<file path="config.mk">
export PLATFORM = sky130hd
export DESIGN_NAME = cp0_exc_ctrl
export DESIGN_NICKNAME = d
export VERILOG_FILES = /design/src/rtl/cp0_exc_ctrl.sv
export SDC_FILE = /design/constraint.sdc
export NUM_CORES = 1
export LEC_CHECK = 0
export CAP_MARGIN = 5
export CORE_AREA = 2 2 195 197
export CTS_CLUSTER_DIAMETER = 80
export DETAILED_ROUTE_END_ITERATION = 16
export DIE_AREA = 0 0 197 199
export GPL_ROUTABILITY_DRIVEN = 1
export MAX_ROUTING_LAYER = met4
export PLACE_DENSITY = 0.65
export RECOVER_POWER = 50
export SLEW_MARGIN = 20
export SYNTH_ARGS = -nofsm -noshare
export SYNTH_HDL_FRONTEND = slang
export SYNTH_SLANG_ARGS = --single-unit
export TNS_END_PERCENT = 5
</file>
<file path="constraint.sdc">
create_clock -name clk -period 5.2 [get_ports clk]
set_input_delay 1.04 -clock clk [delete_from_list [all_inputs] [get_ports clk]]
set_output_delay 1.04 -clock clk [all_outputs]
set_load 0.01 [all_outputs]
</file>
<file path="src/rtl/cp0_exc_ctrl.sv">
// cp0_exc_ctrl: CP0 register file with precise exception/interrupt arbitration, Count/Compare timer and ERET.
//   clk, reset (sync, active-low); src_valid/src_code/src_pc/src_bd/src_bva per-stage exception requests;
//   int_ok/int_pc/int_bd interrupt attach point; hw_int external IRQs; eret return request;
//   cp0_we/cp0_addr/cp0_sel/cp0_wdata MTC0; cp0_rdata MFC0; flush/redirect_pc pipeline redirect; status_o/cause_o.
module cp0_exc_ctrl #(
    parameter int          N_SRC      = 4,
    parameter int          N_HW_INT   = 6,
    parameter bit          TIMER_EN   = 1'b1,
    parameter logic [31:0] EXC_VECTOR = 32'hBFC00380
) (
    input  logic                  clk,
    input  logic                  reset,
    input  logic [N_SRC-1:0]      src_valid,
    input  logic [5*N_SRC-1:0]    src_code,
    input  logic [32*N_SRC-1:0]   src_pc,
    input  logic [N_SRC-1:0]      src_bd,
    input  logic [32*N_SRC-1:0]   src_bva,
    input  logic                  int_ok,
    input  logic [31:0]           int_pc,
    input  logic                  int_bd,
    input  logic [N_HW_INT-1:0]   hw_int,
    input  logic                  eret,
    input  logic                  cp0_we,
    input  logic [4:0]            cp0_addr,
    input  logic [2:0]            cp0_sel,
    input  logic [31:0]           cp0_wdata,
    output logic [31:0]           cp0_rdata,
    output logic                  flush,
    output logic [31:0]           redirect_pc,
    output logic [31:0]           status_o,
    output logic [31:0]           cause_o
);
    logic [7:0]  im;
    logic        exl, ie, bd, ti, tog;
    logic [5:0]  ip_hw;
    logic [1:0]  ip_sw;
    logic [4:0]  exc_code;
    logic [31:0] epc, bad_va, count, compare, count_inc;
    logic [7:0]  ip;
    logic        int_pend, take, take_eret, wr, w_bd;
    logic [4:0]  w_code;
    logic [31:0] w_pc, w_bva;

    assign ip        = {ip_hw[5] | (TIMER_EN & ti), ip_hw[4:0], ip_sw};
    assign status_o  = {9'b0, 1'b1, 6'b0, im, 6'b0, exl, ie};
    assign cause_o   = {bd, ti, 14'b0, ip, 1'b0, exc_code, 2'b0};
    assign int_pend  = ie & ~exl & |(ip & im) & int_ok;
    assign wr        = cp0_we & (cp0_sel == 3'd0) & ~flush & ~take & ~take_eret;
    assign count_inc = count + 32'd1;

    assign cp0_rdata = (cp0_sel != 3'd0) ? 32'd0 :
                       (cp0_addr == 5'd8)  ? bad_va :
                       (cp0_addr == 5'd9)  ? count :
                       (cp0_addr == 5'd11) ? compare :
                       (cp0_addr == 5'd12) ? status_o :
                       (cp0_addr == 5'd13) ? cause_o :
                       (cp0_addr == 5'd14) ? epc : 32'd0;

    // ERET sits between the oldest stage and the younger ones; the ascending loop lets the highest index win.
    always_comb begin
        take      = 1'b0;
        take_eret = 1'b0;
        w_code    = 5'd0;
        w_pc      = int_pc;
        w_bd      = int_bd;
        w_bva     = 32'd0;
        if (!flush) begin
            if (int_pend) begin
                take = 1'b1;
            end else if (src_valid[N_SRC-1]) begin
                take   = 1'b1;
                w_code = src_code[5*(N_SRC-1) +: 5];
                w_pc   = src_pc[32*(N_SRC-1) +: 32];
                w_bd   = src_bd[N_SRC-1];
                w_bva  = src_bva[32*(N_SRC-1) +: 32];
            end else if (eret) begin
                take_eret = 1'b1;
            end else begin
                for (int i = 0; i < N_SRC-1; i++) begin
                    if (src_valid[i]) begin
                        take   = 1'b1;
                        w_code = src_code[5*i +: 5];
                        w_pc   = src_pc[32*i +: 32];
                        w_bd   = src_bd[i];
                        w_bva  = src_bva[32*i +: 32];
                    end
                end
            end
        end
    end

    // Software writes come last so a Count/Compare write overrides the timer update of the same edge.
    always_ff @(posedge clk) begin
        if (!reset) begin
            im          <= 8'd0;
            exl         <= 1'b0;
            ie          <= 1'b0;
            bd          <= 1'b0;
            ti          <= 1'b0;
            tog         <= 1'b0;
            ip_hw       <= 6'd0;
            ip_sw       <= 2'd0;
            exc_code    <= 5'd0;
            epc         <= 32'd0;
            bad_va      <= 32'd0;
            count       <= 32'd0;
            compare     <= 32'd0;
            flush       <= 1'b0;
            redirect_pc <= 32'd0;
        end else begin
            ip_hw <= 6'(hw_int);
            tog   <= ~tog;
            if (tog) begin
                count <= count_inc;
                if (count_inc == compare) ti <= 1'b1;
            end
            flush <= take | take_eret;
            if (take) begin
                if (!exl) begin
                    epc <= w_bd ? w_pc - 32'd4 : w_pc;
                    bd  <= w_bd;
                end
                exc_code    <= w_code;
                exl         <= 1'b1;
                redirect_pc <= EXC_VECTOR;
                if (w_code == 5'd4 || w_code == 5'd5) bad_va <= w_bva;
            end
            if (take_eret) begin
                exl         <= 1'b0;
                redirect_pc <= epc;
            end
            if (wr) begin
                case (cp0_addr)
                    5'd9: begin
                        count <= cp0_wdata;
                        tog   <= 1'b0;
                    end
                    5'd11: begin
                        compare <= cp0_wdata;
                        ti      <= 1'b0;
                    end
                    5'd12: begin
                        im  <= cp0_wdata[15:8];
                        exl <= cp0_wdata[1];
                        ie  <= cp0_wdata[0];
                    end
                    5'd13: ip_sw <= cp0_wdata[9:8];
                    5'd14: epc <= cp0_wdata;
                    default: ;
                endcase
            end
        end
    end
endmodule

</file>
==> implementation parameters, run 1 <==
Parameter                              Value

STA
  Crit path time final ... about 4.7 ns
  Sum of negative setup slack ... 0 ns
  Ratio of final minimum period to clock period ... 0.911
  Setup repair after global routing missed its margin ... false
  Setup violations, final ... 0
  Slew at the pin closest to its max-slew limit ... 3.46 ns
  Highest attainable clock frequency ... approximately 210 MHz
  Final hold violation count ... 0
  Max-slew violation count ... roughly 150
  Headroom to the max-slew limit ... -1.31
  Setup clock skew after layout ... 0.0210 ns

Critical path
  WP data arrival ... 3.70 ns
  Worst Path Max Fanout ... 14
  Buf+Inv Stages, Crit Path ... 3
  CP cell instances ... clkdlybuf4s50_1 > nand2b_1 > nor3_2 > buf_4 > a22oi_1 > a21oi_1 > clkdlybuf4s50_1
  Kind of cell adding the most delay to the critical path ... buffers and inverters
  Startpoint Class ... primary input
  Critical path's largest stage delay ... 0.61 ns
  Worst Path Class, Setup ... in2out
  Most used cell, CP ... clkdlybuf4s50_1
  Required time reported for the critical path endpoint ... 4.16 ns
  Cell at the slowest stage of the critical path ... clkdlybuf4s50_1
  Critical Path End Type ... output port

Job
  Count of maximum capacitance violations ... 3

Drt
  Drt initial violations ... 1677
  Vias ... 15.4k
  Wirelength, routed ... 68400 um
  Post-route DRC violation count ... 0
  Antenna-violating nets left ... 0
  DR WL/cell ... 26.4 um
  Detailed-router iteration count before antenna repair ... 7
  Vias/cell ... slightly below 6

Synth
  Yosys reg bits ... 187
  Largest cells by area after synthesis ... dfxtp_1, a22oi_1, nand2_1, a21oi_1, nor2_1
  Number of flops mapped to enable cells by yosys ... 0
  Post-synth top area cell ... dfxtp_1
  Summed instance area of the synthesized netlist ... 13000 um^2
  FFs w/ async S/R, synth ... 0
  Number of library cell types mapped by synthesis ... 84
  Most frequently used flop master after synthesis ... dfxtp_1
  Synthesis warning total ... 0
  Share of Yosys cell area claimed by the top area cell type ... 0.287
  Avg Inst Size Synth ... 7.41 um^2
  Sequential-to-total area share from yosys stat ... 0.287
  Post-Syn Instances ... 1758

Layout
  Number of antenna diodes ... 0
  Area overhead of the layout relative to synthesis ... 40.6%
  Final Non-Filler Cells ... between 2k and 3k
  Number of fill cells ... between 3k and 4k
  # nets final ... 2475
  Fraction of layout cells with a size suffix above 1 ... 0.0529

Clock tree
  Htree depth ... 4
  Clock root buffer ... clkbuf_16
  Clock tree buffer depth ... 2
  Clock Pin Slew Worst Setup and Hold Paths ... 0.08 ns
  Clk sinks ... 187
  # Post-CTS Setup Buffers ... 0
  CTS tree ... done
  Gates resized, CTS repair ... 0
  Clock insertion delay at the later pin of the skew report ... about 0.45 ns
  TritonCTS Buffers ... 17
  Hold buffers post-CTS ... 0

Global routing
  Aggregate global-route resource usage ... 0.349
  Pin count of the biggest net entering global routing ... between 90 and 100
  Vias in the first global route ... 14.4k
  Grt ovf ... 0
  First-pass GRT wire length ... 97600 um
  Number of antenna violations at the first check in global routing ... 0

Die
  Initial Util ... 0.351
  Width of the chip ... between 150 and 200 um
  Core Box Area ... 37100 um^2
  Site row count ... ~70
  Die height ... roughly 200 um
  Die outline area ... 39200 um^2
  IO Count ... slightly below 500

Power
  LEAKAGE ... 6.28 nW
  Worst IR drop on VDD ... 0.000205 V
  Pwr/cell area ... 216 nW/um^2

Place
  Number of port buffers ... between 400 and 500
  Sum of net half-perimeters after detailed placement ... 54800 um
  Placed instance count ... 2560
  GP Congestion ... 1.05

Hold path
  Path type of the worst min-delay path ... reg2reg

Outcome
  Failing checks ... max-capacitance violations, max-slew violations
  Result of the run ... complete, but fails checks
[final timing paths]
check	to	slack, ns	start	cells after the start
worst max-delay path	cp0_rdata[2]	0.46	cp0_addr[0]	7
worst min-delay path	redirect_pc[0]$_SDFFE_PN0P_	0.46	redirect_pc[0]$_SDFFE_PN0P_	2
worst max register to register	compare[19]$_SDFFE_PN0P_	0.98	ti$_SDFF_PN0_	8
worst min register to register	redirect_pc[0]$_SDFFE_PN0P_	0.46	redirect_pc[0]$_SDFFE_PN0P_	2
[power breakdown]
| part | switching, mW | internal, mW | leakage [nW] |
|---|---|---|---|
| Clock | 0.722 | 0.671 | 0.303 |
| Sequential | 0.0806 | 1.49 | 1.52 |
| Combinational | 0.530 | 0.468 | 4.46 |
[synthesized netlist by cell type, types with 5 or more instances]
cell / instances
a2111oi_0: 9
a211oi_1: 44
a21oi_1: 151
a221oi_1: 6
a222oi_1: 12
a22o_1: 6
a22oi_1: 133
a2bb2oi_1: 6
a31oi_1: 14
a32oi_1: 6
and2_1: 16
and3_1: 11
buf_1: 11
buf_2: 16
buf_4: 48
buf_6: 6
clkbuf_1: 126
dfxtp_1: 187
inv_1: 9
mux2i_1: 27
nand2_1: 215
nand2b_1: 10
nand3_1: 66
nand3b_1: 6
nand4_1: 19
nor2_1: 127
nor2b_1: 46
nor3_1: 71
nor3b_1: 6
nor4_1: 7
o211a_1: 6
o211ai_1: 6
o21ai_0: 92
o221ai_1: 24
o22a_1: 5
o22ai_1: 16
o2bb2ai_1: 7
or2_2: 7
or3_1: 9
xnor2_1: 51
xor2_1: 47
[area by class of cell]
class	instances	area, um^2	area share
clock buffers	17	425	0.0232
clock inverters	15	204	0.0111
inverters	12	45.0	0.00246
multi-input cells	1389	8400	0.459
flip-flops and latches	187	3740	0.204
well taps	474	593	0.0324
repair buffers	498	4890	0.267
[cell families (layout without fill, tap and decap cells)]
family | count (synthesis) | after routing | share of synthesized area
xor gates and xnor gates | 98 | 98 | 0.0659
AOI/OAI and AO/OA | 582 | 582 | 0.302
muxes | 29 | 29 | 0.0225
and+or+nand+nor | 639 | 639 | 0.237
adders and majority gates | 2 | 2 | 0.00192
other | 2 | 39 | 0.000577
buffers and inverters | 219 | 542 | 0.0819
DFF | 187 | 187 | 0.287
[metrics by stage]
step / total power, mW / hold WS [ns] / setup WS [ns] / utilization / cell area, um^2
after detailed placement: 2.59 / 0.460 / 0.519 / 0.477 / 17700
after global placement: 2.58 / 0.455 / 0.563 / 0.477 / 17700
final: 3.96 / 0.463 / 0.464 / 0.493 / 18300
after global routing: 4.08 / 0.489 / 0.315 / 0.493 / 18300
after floorplan: 2.03 / 0.441 / 1.57 / - / 13200
after CTS: 3.96 / 0.470 / 0.508 / 0.493 / 18300
[layout by cell type, fill, tap and decap left out, types with 16 or more instances in the layout]
master,n
nor2b_1,45
conb_1,39
xnor2_1,51
a22oi_1,133
mux2i_1,27
nand4_1,19
clkdlybuf4s50_1,393
nor3_1,69
nand3_1,66
buf_4,32
clkbuf_16,17
o21ai_0,92
nand2_1,215
dlygate4sd3_1,60
o221ai_1,24
dfxtp_1,187
xor2_1,47
a211oi_1,44
nor2_1,123
a21oi_1,151
o22ai_1,16
[worst register-to-register path: cells and delay by family (launching register included)]
family                 cells  cell delay [ns]
buffers and inverters      1             1.32
AND/OR/NAND/NOR            4             1.30
flip-flops                 1             0.41
AO/OA/AOI/OAI              3             1.12
[registers in the layout, summed over array words and instances, names as in the netlist]
register and cells:
redirect_pc 32, ip_hw 6, flush 1, bd 1, epc 32, ie 1
compare 32, exl 1, exc_code 5, tog 1, count 32, ip_sw 2
ti 1, bad_va 32, im 8
[routing by layer]
layer | wire (um) | vias up | share of wire | GRT usage
li1 | - | 7058 | - | -
met1 | 29300 | 7467 | 0.43 | 0.462
met2 | 31200 | 808 | 0.46 | 0.556
met3 | 5550 | 108 | 0.081 | 0.0412
met4 | 2250 | 0 | 0.033 | 0.111
met5 | 0 | - | 0 | -
Note: power is estimated with default switching activity, not from simulation.
==> run 2, diff against run 1 <==
CAP_MARGIN = 0   (was 5)
CELL_PAD_IN_SITES_DETAIL_PLACEMENT = 1   (was default)
CELL_PAD_IN_SITES_GLOBAL_PLACEMENT = 2   (was default)
CORE_AREA = default   (was 2 2 195 197)
CORE_MARGIN = 2   (was default)
CORE_UTILIZATION = 26   (was default)
DIE_AREA = default   (was 0 0 197 199)
PLACE_DENSITY = 0.86   (was 0.65)
==> run 2 against run 1 <==
The run still ends with max-capacitance violations, max-slew violations left. Non-clock buffer count grew 2. Global-route usage decreased by 6.8 points. Clock power about the same. Clock-buffer cell count increased by 1. First-iteration DRC count shrank 24%. Combinational power barely moved. Critical path depth is 6 higher. Clock skew decreased by 0.0066 ns. Cell area grew 1.2%. Worst setup slack lost 0.015 ns. Register-to-register slack improved by 0.19 ns. Critical path type is now in2reg. Critical endpoint is now epc[30]$_SDFF_PN0_. Highest routed layer unchanged.
==> implementation parameters, run 2 (synthesis gave the netlist of run 1 again) <==
Parameter                              Value

Drt
  Wirelength, routed ... 72900 um
  Vias/cell ... 5.49
  Vias ... 15.4k
  Drt initial violations ... 1280
  Detailed-router iteration count before antenna repair ... 5
  Antenna-violating nets left ... 0
  Post-route DRC violation count ... 0
  DR WL/cell ... 26.0 um

Outcome
  Result of the run ... complete, but fails checks
  Failing checks ... max-capacitance violations, max-slew violations

STA
  Setup violations, final ... 0
  Final hold violation count ... 0
  Headroom to the max-slew limit ... -0.972
  Sum of negative setup slack ... 0 ns
  Setup clock skew after layout ... 0.0143 ns
  Crit path time final ... 4.75 ns
  Ratio of final minimum period to clock period ... 0.914
  Slew at the pin closest to its max-slew limit ... 2.96 ns
  Setup repair after global routing missed its margin ... false
  Max-slew violation count ... 68
  Highest attainable clock frequency ... 211 MHz

Power
  Worst IR drop on VDD ... 0.000206 V
  Total power after layout ... 3.93 mW
  LEAKAGE ... 6.27 nW
  Pwr/cell area ... 212 nW/um^2

Hold path
  Path type of the worst min-delay path ... reg2reg

Clock tree
  Clock Pin Slew Worst Setup and Hold Paths ... approximately 0.080 ns
  Clock root buffer ... clkbuf_16
  CTS tree ... done
  Clock tree buffer depth ... 2
  Clk sinks ... 187
  Gates resized, CTS repair ... 0
  Htree depth ... 4
  Clock insertion delay at the later pin of the skew report ... between 0.4 and 0.5 ns
  # Post-CTS Setup Buffers ... 0
  Hold buffers post-CTS ... 0
  TritonCTS Buffers ... 17

Critical path
  Kind of cell adding the most delay to the critical path ... simple AND/OR/NAND/NOR gates
  WP data arrival ... 5.14 ns
  Most used cell, CP ... clkbuf_1
  Critical path's largest stage delay ... 0.62 ns
  Critical Path End Type ... register
  CP cell instances ... clkdlybuf4s50_1 > clkbuf_1 > nor2b_1 > clkbuf_1 > or2_2 > a211oi_2 > buf_4 > a2bb2oi_1 > or4_1 > or2_0 > nor4_2 > mux2_1 > o21ai_1
  Worst Path Class, Setup ... in2reg
  Cell at the slowest stage of the critical path ... clkbuf_1
  Buf+Inv Stages, Crit Path ... 4
  Required time reported for the critical path endpoint ... about 5.6 ns
  Worst Path Max Fanout ... 21
  Startpoint Class ... primary input

Layout
  Fraction of layout cells with a size suffix above 1 ... 0.0542
  Most common cell after layout, fill and taps aside ... clkdlybuf4s50_1
  Area overhead of the layout relative to synthesis ... 42.3%
  # nets final ... 2477
  Highest-count cells in the layout ignoring fill and taps ... clkdlybuf4s50_1, nand2_1, dfxtp_1

Job
  Count of maximum capacitance violations ... 1

Die
  Width of the chip ... ~230 um
  Die outline area ... 51900 um^2
  Initial Util ... 0.262
  IO Count ... 497
  Core Box Area ... 49800 um^2
  Site row count ... 82
  Die height ... 228 um

Place
  GP Congestion ... 0.982
  Number of port buffers ... 457
  Sum of net half-perimeters after detailed placement ... between 50000 and 60000 um

Global routing
  Aggregate global-route resource usage ... 0.281
  Met1 track demand over resource in global routing ... 0.358
  Most congested layer reported by global routing ... met2
  Routing usage on met3 ... 0.0421
  Pin count of the biggest net entering global routing ... 82
  Met2 track utilization from global routing ... 0.466
  Number of antenna violations at the first check in global routing ... 7
  Grt ovf ... 0
  First-pass GRT wire length ... 107000 um
  Vias in the first global route ... roughly 16k
[run 2: worst min-delay path, cell delays in order, from the launching register on]
cell and delay, ns:
dfxtp_1 0.31, nand3_1 0.06, a21oi_1 0.06
[run 2: report_power, final]
group,switching [mW],leakage (nW),internal [mW]
registers,0.0848,1.52,1.49
logic,0.525,4.46,0.471
clock network,0.699,0.288,0.658
total,1.31,6.27,2.62
[run 2: metrics by stage]
step	instance area (um^2)	hold slack [ns]	setup WS [ns]	util	std cells
floorplan	13200	0.441	1.57	-	1795
global placement	18000	0.459	0.601	0.361	2760
detailed placement	18000	0.463	0.544	0.361	2760
CTS	18500	0.473	0.545	0.372	2792
global route	18500	0.498	0.278	0.372	2799
finish	18500	0.467	0.450	0.372	2800
[run 2: worst paths after layout]
path | from | to | slack, ns | depth (start not counted)
worst max-delay path | eret | epc[30]$_SDFF_PN0_ | 0.45 | 13
worst min-delay path | redirect_pc[3]$_SDFFE_PN0P_ | redirect_pc[3]$_SDFFE_PN0P_ | 0.47 | 2
worst max register to register | ti$_SDFF_PN0_ | epc[26]$_SDFF_PN0_ | 1.17 | 11
worst min register to register | redirect_pc[3]$_SDFFE_PN0P_ | redirect_pc[3]$_SDFFE_PN0P_ | 0.47 | 2
[run 2: area by class of cell]
class	count	area (um^2)
antenna	8	20.0
clock buffer	18	439
clock inverter	14	138
fill	5998	31200
inverter	12	45.0
multi-input combinational	1389	8400
sequential	187	3740
tap	672	841
timing repair buffer	500	4910
[run 2: per-layer routing]
metal  vias up  routed length [um]
met5         -                   0
met4         0                1930
met3        83                4000
met2       551               34800
met1      7647               32100
li1       7083                   -
